**config.mk**
```make
export PLATFORM = sky130hd
export DESIGN_NAME = demux_lane_sequencer
export DESIGN_NICKNAME = d
export VERILOG_FILES = /design/src/rtl/demux_lane_sequencer.sv
export SDC_FILE = /design/constraint.sdc
export NUM_CORES = 1
export LEC_CHECK = 0
export ABC_CLOCK_PERIOD_IN_PS = 5050
export CAP_MARGIN = 25
export CORE_UTILIZATION = 50
export DETAILED_ROUTE_END_ITERATION = 6
export PLACE_DENSITY = 0.85
export SLEW_MARGIN = 15
export SYNTH_ARGS = -nofsm -noshare
export SYNTH_HDL_FRONTEND = slang
export SYNTH_SLANG_ARGS = --single-unit
```
**constraint.sdc**
```tcl
create_clock -name clk -period 5.05 [get_ports clk]
set_clock_uncertainty 0.05 [all_clocks]
set_input_delay 0.505 -clock clk [delete_from_list [all_inputs] [get_ports clk]]
set_output_delay 0.505 -clock clk [all_outputs]
set_load 0.005 [all_outputs]
```
**src/rtl/demux_lane_sequencer.sv**
```systemverilog
// Feeds a 1-to-4 demux one lane per accepted word and mirrors the lanes as a
// parallel, handshaked group; flush closes a partial group with empty lanes at 0.
module demux_lane_sequencer #(
  parameter int WIDTH = 16
) (
  input  logic             clk,
  input  logic             rst_n,
  input  logic [WIDTH-1:0] in_data,
  input  logic             in_valid,
  output logic             in_ready,
  input  logic             flush,
  output logic [1:0]       sel,
  output logic [WIDTH-1:0] demux_data,
  output logic [3:0]       lane_load,
  output logic [WIDTH-1:0] out_1,
  output logic [WIDTH-1:0] out_2,
  output logic [WIDTH-1:0] out_3,
  output logic [WIDTH-1:0] out_4,
  output logic [3:0]       out_mask,
  output logic             out_valid,
  input  logic             out_ready
);

  typedef enum logic {FILL = 1'b0, FULL = 1'b1} state_t;

  state_t           state_reg, state_next;
  logic [1:0]       ptr_reg, ptr_next;
  logic [1:0]       sel_reg, sel_next;
  logic [WIDTH-1:0] demux_data_reg, demux_data_next;
  logic [3:0]       lane_load_reg, lane_load_next;
  logic             out_valid_reg, out_valid_next;
  logic [WIDTH-1:0] lane_reg [4];
  logic [3:0]       mask_reg;
  logic             accept;
  logic             consume;

  assign in_ready = rst_n & (state_reg == FILL);
  assign accept   = in_valid & in_ready;
  assign consume  = (state_reg == FULL) & out_valid_reg & out_ready;

  always_ff @(posedge clk) begin
    if (!rst_n) begin
      state_reg      <= FILL;
      ptr_reg        <= 2'd0;
      sel_reg        <= 2'd0;
      demux_data_reg <= '0;
      lane_load_reg  <= 4'd0;
      out_valid_reg  <= 1'b0;
    end else begin
      state_reg      <= state_next;
      ptr_reg        <= ptr_next;
      sel_reg        <= sel_next;
      demux_data_reg <= demux_data_next;
      lane_load_reg  <= lane_load_next;
      out_valid_reg  <= out_valid_next;
    end
  end

  always_comb begin
    state_next      = state_reg;
    ptr_next        = ptr_reg;
    sel_next        = sel_reg;
    demux_data_next = demux_data_reg;
    lane_load_next  = 4'd0;
    out_valid_next  = out_valid_reg;
    case (state_reg)
      FILL: begin
        if (accept) begin
          sel_next        = ptr_reg;
          demux_data_next = in_data;
          lane_load_next  = 4'b0001 << ptr_reg;
          ptr_next        = ptr_reg + 2'd1;
          if (ptr_reg == 2'd3 || flush) begin
            state_next     = FULL;
            out_valid_next = 1'b1;
            ptr_next       = 2'd0;
          end
        end else if (flush && mask_reg != 4'd0) begin
          // An empty flush is dropped so the consumer never sees a zero-lane group.
          state_next     = FULL;
          out_valid_next = 1'b1;
          ptr_next       = 2'd0;
        end
      end
      FULL: begin
        if (consume) begin
          state_next     = FILL;
          out_valid_next = 1'b0;
        end
      end
      default: begin
        state_next     = FILL;
        out_valid_next = 1'b0;
        ptr_next       = 2'd0;
      end
    endcase
  end

  // Lanes clear on consume so a later flushed group reads 0 in unwritten lanes.
  generate
    for (genvar gi = 0; gi < 4; gi++) begin : g_lane
      always_ff @(posedge clk) begin
        if (!rst_n) begin
          lane_reg[gi] <= '0;
          mask_reg[gi] <= 1'b0;
        end else if (consume) begin
          lane_reg[gi] <= '0;
          mask_reg[gi] <= 1'b0;
        end else if (accept && ptr_reg == 2'(gi)) begin
          lane_reg[gi] <= in_data;
          mask_reg[gi] <= 1'b1;
        end
      end
    end
  endgenerate

  assign sel        = sel_reg;
  assign demux_data = demux_data_reg;
  assign lane_load  = lane_load_reg;
  assign out_1      = lane_reg[0];
  assign out_2      = lane_reg[1];
  assign out_3      = lane_reg[2];
  assign out_4      = lane_reg[3];
  assign out_mask   = mask_reg;
  assign out_valid  = out_valid_reg;

endmodule

```
==> reports/metrics.yaml <==
final_layout:
  seqCellArea_um2: 2520
  largest_reg_flops: 64
  stdcell_area_um2: 4860
  fillCellCount: 470
  drive_gt1_share_pct: 5.77
  final_nets: 401
  diodes: 0
  multi_input_area_um2: 905
  fin_util_pct: 70.8
  syn2layout_area_growth_pct: 35.6
pwr:
  leakage_nw: 2.02
  p_per_area_nw_per_um2: 314
  vdd_drop_max_v: 0.000179
sta:
  worstMarginPinSlew_ps: 794
  setup_viol: 0
  hold_violations: 0
  tns_ps: 0
  fin_crit_sh_pct: 59.1
  rsz0062_at_grt: "false"
  clock.fmax_ghz: 0.335
  relSlewSlack_pct: 46.9
  min_period_ps: 2980
  slew_viol_final: 0
clock_tree:
  post_cts_buffers: 0
  cts_hold_buf: 0
  cts_resized: 0
  cts_num_sinks: 94
  clk_path_buf_depth: 2
  clk_pin_slew_ps: 80
  clock_latency_ps: 360
  cts_tree: "done"
  htreeDepth: 3
  root_buffer: "clkbuf_8"
  cts_buffers: 9
worst_setup_path:
  critPathLaunchType: "primary input"
  critical_path_arrival_ps: 2430
  cp_slowest_cell: "clkdlybuf4s50_1"
  slowest_delay_ps: 910
  crit_required_ps: 4490
  cp_cell_sequence: "clkdlybuf4s50_1, inv_1, nor2_1, clkdlybuf4s50_1"
  critPathCaptureType: "primary output"
  cp_common_cell: "clkdlybuf4s50_1"
  worstSetupPathType: "primary input to primary output"
  path_max_fanout: 21
yosys:
  synthMuxAreaShare_pct: 0
  postSynthCellCount: 270
  synth.cell_area_um2: 3580
  synth_adder_area_share_pct: 1.40
  synth-simple-area-share_pct: 20.4
  synth_top_family_by_area: "simple AND/OR/NAND/NOR gates"
  synth-xor-area-share_pct: 0
  ys_warn_count: 0
  ys_ff_latch: 94
  ys_seq_area_share_pct: 70.4
  syn_nets: 295
  netlist-cell-type-count: 29
  postSynthAreaPerCell_um2: 13.3
  synth_compound_area_share_pct: 3.39
die:
  die_h_um: 86.7
  start_util_pct: 52.2
  rows: 30
  io_pins: 113
  die_area_um2: 7510
  die_x_um: 86.7
  core_area_um2: 6870
grt:
  overflow: 0
  antenna_found_initial: 0
  grt_pass1_vias: 2361
  gr-usage-all-layers_pct: 21.4
  grt_first_pass_wirelength_um: 11800
  grt_max_degree: 41
run_status:
  run_status: "completed"
hold_path:
  min_path_type: "register to register"
route:
  wirelength_um: 7710
  route.detailed.drc: 0
  drtAntennaViolNets: 0
  vias: 2424
  first_iter_violations: 142
  vias_per_cell: 5.08
  routedWlPerCell_um: 16.2
  first_pass_iters: 5
placed_design:
  dpl.hpwl_um: 5650
  post_dp_cell_area_um2: 4690
  io_buffers: 112
  place.gp.congestion: 0.745
job:
  maxCapViolCount: 0
Yosys cell counts, drive strengths merged:
master	instances	area [um2]
a21o	1	7.51
a21oi	2	13.8
a22o	4	35.0
a31oi	2	27.5
a32oi	1	8.76
and2	16	100
and3	49	307
and3b	1	8.76
buf	13	129
clkbuf	5	18.8
dfxtp	30	601
edfxtp	64	1920
ha	4	50.1
inv	3	11.3
nand2	43	164
nand2b	1	6.26
nand3	18	90.1
nand3b	3	22.5
nor2	4	15.0
nor2b	1	8.76
nor3	2	10.0
o21a	1	7.51
o21ai	1	5.00
o41ai	1	16.3
logic make-up after synthesis:
family          Yosys count
compound gates           13
fa+ha+maj                 4
buf+inv                  21
flops                    94
simple gates            138
final timing paths:
kind,startpoint,end,slack [ps],cells past startpoint
max,rst_n,in_ready,2070,4
min reg2reg,demux_data[11],demux_data[11],410,2
max reg2reg,ptr_reg[1],lane_reg[3][13],2880,3
min,demux_data[11],demux_data[11],410,2
cell type report:
class / instances / area share, %
inverter: 3 / 0.232
tap: 96 / 2.47
clock buffer: 9 / 2.55
sequential: 94 / 51.9
multi-input combinational: 155 / 18.6
timing repair buffer: 113 / 23.2
clock inverter: 7 / 1.06
power breakdown:
group | switching [mW] | internal [mW]
Sequential | 0.0252 | 0.872
Combinational | 0.0858 | 0.108
Clock | 0.258 | 0.179
Total | 0.369 | 1.16
critical path, delay by kind of cell:
kind	cells	cell delay (ps)
buffers and inverters	3	1710
AND/OR/NAND/NOR	1	210
per-stage QoR:
stage	setup slack [ps]	hold slack, ps	std cells	power, mW
3_5_place_dp	1890	401	461	1.11
5_1_grt	1930	430	477	1.59
3_3_place_gp	1960	392	461	1.10
4_1_cts	2070	416	477	1.54
2_1_floorplan	3240	400	270	0.984
6_report	2070	414	477	1.53
metal layers:
metal,up-vias,routed length [um],global-route usage (%)
met5,-,0,0
met4,0,238,11.8
met3,18,477,4.76
met2,94,3750,34.8
met1,1138,3250,26.6
li1,1174,-,-
placed cells by master, fill, tap and decap left out, types with 2 or more instances in the layout:
| cell type | n |
|---|---|
| a22o_1 | 4 |
| and2_1 | 16 |
| and3_1 | 49 |
| clkbuf_8 | 9 |
| clkdlybuf4s50_1 | 112 |
| clkinv_4 | 4 |
| dfxtp_1 | 30 |
| edfxtp_1 | 64 |
| ha_1 | 4 |
| inv_1 | 3 |
| nand2_1 | 42 |
| nand3_1 | 18 |
| nand3b_1 | 3 |
| nor2_1 | 4 |
| nor3_1 | 2 |
(Power assumes the default switching activity.)
